==> config.mk <==
export PLATFORM = sky130hd
export DESIGN_NAME = spi_instr_loader_flat
export DESIGN_NICKNAME = d
export VERILOG_FILES = /design/src/rtl/spi_instr_loader_if.sv /design/src/rtl/spi_instr_loader.sv /design/src/flat_wrapper.sv
export SDC_FILE = /design/constraint.sdc
export NUM_CORES = 1
export LEC_CHECK = 0
export ABC_AREA = 1
export CAP_MARGIN = 20
export CORE_MARGIN = 1
export CORE_UTILIZATION = 50
export DETAILED_ROUTE_END_ITERATION = 10
export HOLD_SLACK_MARGIN = 0.1
export PLACE_DENSITY = 0.77
export SKIP_LAST_GASP = 1
export SYNTH_ARGS = -nofsm -noshare
export SYNTH_HDL_FRONTEND = slang
export SYNTH_SLANG_ARGS = --single-unit
export TNS_END_PERCENT = 100
==> constraint.sdc <==
create_clock -name clk -period 1.88 [get_ports clk]
set_input_delay 0.564 -clock clk [delete_from_list [all_inputs] [get_ports clk]]
set_output_delay 0.564 -clock clk [all_outputs]
set_load 0.1 [all_outputs]
==> src/rtl/spi_instr_loader_if.sv <==
// SPI pin and regfile write-port bundle for spi_instr_loader.
// The slave modport is the loader's view; the master modport is the SPI host/regfile side.
interface spi_instr_loader_if #(
  parameter int unsigned INSTR_WIDTH = 16,
  parameter int unsigned ADDR_WIDTH  = 5
);
  logic                   spi_sclk;
  logic                   spi_cs_n;
  logic                   spi_mosi;
  logic [INSTR_WIDTH-1:0] instr_data;
  logic [ADDR_WIDTH-1:0]  write_addr;
  logic                   write_en;
  logic                   busy;
  logic                   frame_err;

  modport slave (
    input  spi_sclk, spi_cs_n, spi_mosi,
    output instr_data, write_addr, write_en, busy, frame_err
  );

  modport master (
    output spi_sclk, spi_cs_n, spi_mosi,
    input  instr_data, write_addr, write_en, busy, frame_err
  );
endinterface

==> src/rtl/spi_instr_loader.sv <==
// Oversampled SPI mode-0 slave that writes PIO instruction words into the regfile.
// Define SPI_AUTOINC_EN to allow burst writes with auto-incrementing address in one frame.
module spi_instr_loader #(
  parameter int unsigned INSTR_WIDTH = 16,
  parameter int unsigned ADDR_WIDTH  = 5,
  parameter int unsigned SYNC_STAGES = 2
) (
  input logic                clk,
  input logic                rst,
  spi_instr_loader_if.slave  bus
);

  localparam int unsigned CntW = $clog2(INSTR_WIDTH) + 1;

  typedef enum logic [1:0] {StIdle, StCmd, StData, StDiscard} state_e;

  logic [SYNC_STAGES-1:0] sclk_sync_q, cs_sync_q, mosi_sync_q;
  logic                   sclk_dly_q, cs_dly_q;
  logic                   sclk_s, cs_s, mosi_s;
  logic                   sclk_rise, cs_fall, cs_rise, sample;

  state_e                 state_q, state_d;
  logic [CntW-1:0]        cnt_q, cnt_d;
  logic [INSTR_WIDTH-1:0] shift_q, shift_d, shift_in;
  logic [ADDR_WIDTH-1:0]  addr_q, addr_d;
  logic                   wrote_q, wrote_d;
  logic [INSTR_WIDTH-1:0] instr_q, instr_d;
  logic [ADDR_WIDTH-1:0]  waddr_q, waddr_d;
  logic                   we_q, we_d;
  logic                   ferr_q, ferr_d;

  // cs_n sync resets low so a chip select already asserted at reset release is not a frame start.
  always_ff @(posedge clk) begin
    if (!rst) begin
      sclk_sync_q <= '0;
      cs_sync_q   <= '0;
      mosi_sync_q <= '0;
      sclk_dly_q  <= 1'b0;
      cs_dly_q    <= 1'b0;
    end else begin
      sclk_sync_q <= {sclk_sync_q[SYNC_STAGES-2:0], bus.spi_sclk};
      cs_sync_q   <= {cs_sync_q[SYNC_STAGES-2:0], bus.spi_cs_n};
      mosi_sync_q <= {mosi_sync_q[SYNC_STAGES-2:0], bus.spi_mosi};
      sclk_dly_q  <= sclk_sync_q[SYNC_STAGES-1];
      cs_dly_q    <= cs_sync_q[SYNC_STAGES-1];
    end
  end

  assign sclk_s    = sclk_sync_q[SYNC_STAGES-1];
  assign cs_s      = cs_sync_q[SYNC_STAGES-1];
  assign mosi_s    = mosi_sync_q[SYNC_STAGES-1];
  assign sclk_rise = sclk_s & ~sclk_dly_q;
  assign cs_fall   = ~cs_s & cs_dly_q;
  assign cs_rise   = cs_s & ~cs_dly_q;
  assign sample    = sclk_rise & ~cs_s;
  assign shift_in  = {shift_q[INSTR_WIDTH-2:0], mosi_s};

  always_ff @(posedge clk) begin
    if (!rst) begin
      state_q <= StIdle;
      cnt_q   <= '0;
      shift_q <= '0;
      addr_q  <= '0;
      wrote_q <= 1'b0;
      instr_q <= '0;
      waddr_q <= '0;
      we_q    <= 1'b0;
      ferr_q  <= 1'b0;
    end else begin
      state_q <= state_d;
      cnt_q   <= cnt_d;
      shift_q <= shift_d;
      addr_q  <= addr_d;
      wrote_q <= wrote_d;
      instr_q <= instr_d;
      waddr_q <= waddr_d;
      we_q    <= we_d;
      ferr_q  <= ferr_d;
    end
  end

  always_comb begin
    state_d = state_q;
    cnt_d   = cnt_q;
    shift_d = shift_q;
    addr_d  = addr_q;
    wrote_d = wrote_q;
    instr_d = instr_q;
    waddr_d = waddr_q;
    we_d    = 1'b0;
    ferr_d  = 1'b0;
    // A cs_n rise takes priority; any SCLK rise in the same cycle is dropped.
    if (cs_rise) begin
      state_d = StIdle;
      ferr_d  = (state_q == StCmd) ||
                ((state_q == StData) && ((cnt_q != '0) || !wrote_q));
    end else begin
      unique case (state_q)
        StIdle: begin
          if (cs_fall) begin
            state_d = StCmd;
            cnt_d   = '0;
            shift_d = '0;
            wrote_d = 1'b0;
          end
        end
        StCmd: begin
          if (sample) begin
            shift_d = shift_in;
            cnt_d   = cnt_q + CntW'(1);
            if (cnt_q == CntW'(7)) begin
              cnt_d = '0;
              if (shift_q[6]) begin
                state_d = StData;
                addr_d  = shift_in[ADDR_WIDTH-1:0];
              end else begin
                state_d = StDiscard;
              end
            end
          end
        end
        StData: begin
          if (sample) begin
            shift_d = shift_in;
            cnt_d   = cnt_q + CntW'(1);
            if (cnt_q == CntW'(INSTR_WIDTH - 1)) begin
              instr_d = shift_in;
              waddr_d = addr_q;
              we_d    = 1'b1;
              wrote_d = 1'b1;
              cnt_d   = '0;
`ifdef SPI_AUTOINC_EN
              addr_d  = addr_q + ADDR_WIDTH'(1);
`else
              state_d = StDiscard;
`endif
            end
          end
        end
        StDiscard: ;
        default: state_d = StIdle;
      endcase
    end
  end

  assign bus.instr_data = instr_q;
  assign bus.write_addr = waddr_q;
  assign bus.write_en   = we_q;
  assign bus.busy       = (state_q != StIdle);
  assign bus.frame_err  = ferr_q;

endmodule

==> src/flat_wrapper.sv <==
// flat-port wrapper written by rule: the top's interface ports become plain ports
module spi_instr_loader_flat 
#(
  parameter int unsigned INSTR_WIDTH = 16,
  parameter int unsigned ADDR_WIDTH  = 5,
  parameter int unsigned SYNC_STAGES = 2
)
  (clk, rst, bus_spi_sclk, bus_spi_cs_n, bus_spi_mosi, bus_instr_data, bus_write_addr, bus_write_en, bus_busy, bus_frame_err);
  spi_instr_loader_if #(.INSTR_WIDTH(INSTR_WIDTH), .ADDR_WIDTH(ADDR_WIDTH)) bus_i ();
  input logic clk;
  input logic rst;
  input wire logic [$bits(bus_i.spi_sclk)-1:0] bus_spi_sclk;
  input wire logic [$bits(bus_i.spi_cs_n)-1:0] bus_spi_cs_n;
  input wire logic [$bits(bus_i.spi_mosi)-1:0] bus_spi_mosi;
  output wire logic [$bits(bus_i.instr_data)-1:0] bus_instr_data;
  output wire logic [$bits(bus_i.write_addr)-1:0] bus_write_addr;
  output wire logic [$bits(bus_i.write_en)-1:0] bus_write_en;
  output wire logic [$bits(bus_i.busy)-1:0] bus_busy;
  output wire logic [$bits(bus_i.frame_err)-1:0] bus_frame_err;
  assign bus_i.spi_sclk = bus_spi_sclk;
  assign bus_i.spi_cs_n = bus_spi_cs_n;
  assign bus_i.spi_mosi = bus_spi_mosi;
  assign bus_instr_data = bus_i.instr_data;
  assign bus_write_addr = bus_i.write_addr;
  assign bus_write_en = bus_i.write_en;
  assign bus_busy = bus_i.busy;
  assign bus_frame_err = bus_i.frame_err;
  spi_instr_loader #(.INSTR_WIDTH(INSTR_WIDTH), .ADDR_WIDTH(ADDR_WIDTH), .SYNC_STAGES(SYNC_STAGES)) u_core (.clk(clk), .rst(rst), .bus(bus_i));
endmodule
==> flow_metrics.env <==
export IMPL_run_status="finished, final reports clean"
export IMPL_crit_path_max_incr_delay_ns=0.36
export IMPL_post_synth_cell_area_avg_um2=7.47
export IMPL_finalMaxSlewViolations=0
export IMPL_mapped_cells=326
export IMPL_placedInstanceArea_mm2=0.00302
export IMPL_grt_max_degree=31
export IMPL_path_delay_family="flip-flops"
export IMPL_worst_hold_path_type="reg2reg"
export IMPL_timing_final_hold_violations=0
export IMPL_setup_total_negative_slack_ns=0
export IMPL_drt_iter0_markers=134
export IMPL_number_of_synthesis_warnings=0
export IMPL_starting_density_of_the_core_pct=51.9
export IMPL_layout_min_cycle_time_ns=1.81
export IMPL_grt_first_pass_wirelength_um=8920
export IMPL_num_antenna_cells=0
export IMPL_route_final_wire_length_um=5050
export IMPL_final_net_count=369
export IMPL_worst_r2r_startpoint="u_core.state_q[0]"
export IMPL_drt_antenna_violating_nets=0
export IMPL_dp_hpwl_um=3380
export IMPL_vdd_ir_drop_worst_v=0.000480
export IMPL_track_usage_pct=22.6
export IMPL_dr_pass1_iters=4
export IMPL_worstSkewPairLatency_ns=0.34
export IMPL_syn_nets=338
export IMPL_cap_viol_max_count=0
export IMPL_cp_required_ns=1.32
export IMPL_slew_headroom_pct=79.0
export IMPL_areaGrowthSynthToFinish_pct=32.9
export IMPL_vias_in_the_first_global_route=2093
export IMPL_number_of_cells_on_the_worst_reg_to_reg_path=10
export IMPL_fmaxAchievable_mhz=552
export IMPL_leakagePower_nw=1.47
export IMPL_hp_start="u_core.sclk_sync_q[0]"
export IMPL_postLayoutCellArea_mm2=0.00324
export IMPL_gr_usage_met3_pct=8.02
export IMPL_critical_path_cell_count=4
export IMPL_design_core_area_mm2=0.00469
export IMPL_tritoncts="yes"
export IMPL_most_used_layer_global_route="met2"
export IMPL_final_setup_violation_count=0
export IMPL_fin_worst_skew_ns=0.00663
export IMPL_worst_pin_slew_ns=0.312
export IMPL_path_clk_slew_ns=0.06
export IMPL_critical_path_buf_inv_count=3
export IMPL_worst_setup_path_startpoint="u_core.state_q[0]"
export IMPL_critical_path_endpoint_type="output port"
export IMPL_min_period_over_period_pct=96.4
export IMPL_setup_repair_after_global_routing_missed_its_margin="false"
export IMPL_die_w_um=71.8
export IMPL_number_of_antenna_violations_at_the_first_check_in_global_routing=0
export IMPL_drt_vias_per_instance=4.98
export IMPL_post_drt_wl_per_cell_um=12.1
export IMPL_yosys_register_bits=59
export IMPL_postCtsHoldBufs=0
export IMPL_cts_root_buf="sky130_fd_sc_hd__clkbuf_8"
export IMPL_dieArea_mm2=0.00515
export IMPL_hold_path_depth=2
export IMPL_row_count=25
export IMPL_critPathArrivalTime_ns=1.25
export IMPL_buffer_ports_inserted=28
export IMPL_critPathLaunchType="register"
export IMPL_post_route_drc=0
export IMPL_grt_use_met1_pct=25.5
export IMPL_gpl_final_weighted_congestion=0.844
export IMPL_netlist_area_pre_place_mm2=0.00243
export IMPL_overflow=0
export IMPL_post_synth_num_cell_types=22
export IMPL_io_pins=29
export IMPL_path_max_fanout=4
export IMPL_kind_of_critical_path="reg2out"
export IMPL_final_layout_size_suffix_gt1_share_pct=16.6
export IMPL_cts_buffers_inserted=9
export IMPL_clkSinkCount=59
export IMPL_timing_critical_path_cells="inv_1, ha_2, inv_2, buf_12"
export IMPL_crit_path_slowest_cell="sky130_fd_sc_hd__dfxtp_2"
export IMPL_power_per_cell_area_mw_per_mm2=932
export IMPL_yosysSeqAreaShare_pct=48.5
export IMPL_groute_layer_met2_usage_pct=38.7
export IMPL_via_count=2071
export IMPL_die_height_um=71.8
export IMPL_ctsLongestPathBuffers=2
export IMPL_htreeDepth=3
[worst min-delay path: stages (launching register included)]
cell and delay (ns):
sky130_fd_sc_hd__dfxtp_1 0.31, sky130_fd_sc_hd__nand2_1 0.05, sky130_fd_sc_hd__inv_1 0.04
[per-stage QoR]
stage	std cells	hold WS [ns]	worst slack (ns)	power, mW	utilization, %
4_1_cts	416	0.419	0.0312	3.03	68.7
2_1_floorplan	326	0.390	0.0480	1.76	-
5_1_grt	416	0.455	0.0153	3.17	69.0
3_3_place_gp	400	0.397	0.227	1.85	64.3
6_report	416	0.415	0.0676	3.02	69.0
3_5_place_dp	400	0.403	0.157	1.87	64.3
[registers in the layout, summed over array words and instances, names as in the netlist]
signal	count
u_core.cs_dly_q	1
u_core.state_q	2
u_core.shift_q	15
u_core.bus.frame_err	1
u_core.sclk_sync_q	2
u_core.sclk_dly_q	1
u_core.bus.instr_data	16
u_core.mosi_sync_q	2
u_core.bus.write_en	1
u_core.bus.write_addr	5
u_core.wrote_q	1
u_core.addr_q	5
u_core.cs_sync_q	2
u_core.cnt_q	5
[where the power goes]
part	switching, mW	internal, mW	leakage (nW)	total (mW)
sequential	0.0476	1.32	0.479	1.37
clock	0.509	0.646	0.102	1.15
combinational	0.323	0.167	0.890	0.490
[cells in the mapped netlist]
master	n	share of area [%]
sky130_fd_sc_hd__nor2_1	25	3.9
sky130_fd_sc_hd__ha_1	7	3.6
sky130_fd_sc_hd__nor3_2	2	0.82
sky130_fd_sc_hd__buf_2	5	1.0
sky130_fd_sc_hd__inv_1	65	10
sky130_fd_sc_hd__nor3_1	13	2.7
sky130_fd_sc_hd__nand3_1	6	1.2
sky130_fd_sc_hd__a21boi_0	1	0.31
sky130_fd_sc_hd__nand3_2	1	0.41
sky130_fd_sc_hd__nand2_2	1	0.26
sky130_fd_sc_hd__inv_2	1	0.15
sky130_fd_sc_hd__nor2_2	1	0.26
sky130_fd_sc_hd__buf_4	2	0.62
sky130_fd_sc_hd__clkbuf_1	8	1.2
sky130_fd_sc_hd__o21ai_0	29	6.0
sky130_fd_sc_hd__nand4_1	6	1.5
sky130_fd_sc_hd__a21oi_1	41	8.4
sky130_fd_sc_hd__a21oi_4	1	0.67
sky130_fd_sc_hd__dfxtp_1	59	49
sky130_fd_sc_hd__nand2_1	50	7.7
sky130_fd_sc_hd__o311ai_0	1	0.36
sky130_fd_sc_hd__xnor2_1	1	0.36
[cell type report]
type                    count  area (um^2)
repair buffers             35          586
clock inverters             6         65.1
clock buffers              10          138
fillers                   345         1460
multi-input cells         186          948
well taps                  54         67.6
flip-flops and latches     59         1180
inverters                  66          248
[final timing paths]
check	slack, ns	end
worst min register to register	0.42	u_core.sclk_sync_q[1]
worst min-delay path	0.42	u_core.sclk_sync_q[1]
worst max register to register	0.25	u_core.cnt_q[0]
worst max-delay path	0.07	bus_busy
[what timing repair did]
action	CTS	global route
setup endpoints to repair	1	7
buffers inserted	0	0
resized for setup	3	3
[kinds of logic (layout without fill, tap and decap cells)]
| family | count (synthesis) | after routing | share of synthesized area [%] |
|---|---|---|---|
| buffers and inverters | 81 | 117 | 13.1 |
| AOI/OAI and AO/OA | 73 | 73 | 15.7 |
| and+or+nand+nor | 105 | 105 | 18.8 |
| xor gates and xnor gates | 1 | 1 | 0.360 |
| adders and majority gates | 7 | 7 | 3.60 |
| DFF | 59 | 59 | 48.5 |
[placed cells by master (no fill, tap or decap), drive strengths merged]
master | Yosys | final
inv | 66 | 66
dfxtp | 59 | 59
nand2 | 51 | 51
a21oi | 42 | 42
buf | 7 | 31
o21ai | 29 | 29
nor2 | 26 | 26
nor3 | 15 | 15
clkbuf | 8 | 10
ha | 7 | 7
nand3 | 7 | 7
nand4 | 6 | 6
clkdlybuf4s50 | 0 | 4
clkinv | 0 | 4
xnor2 | 1 | 1
a21boi | 1 | 1
o311ai | 1 | 1
clkinvlp | 0 | 1
bufinv | 0 | 1
[metal layers]
layer  routed length (um)  share of wire, %
met5                    0                 0
met3                  238               4.7
met4                   80               1.6
met2                 2500                49
met1                 2230                44
Power figures use the tool's default switching activity.
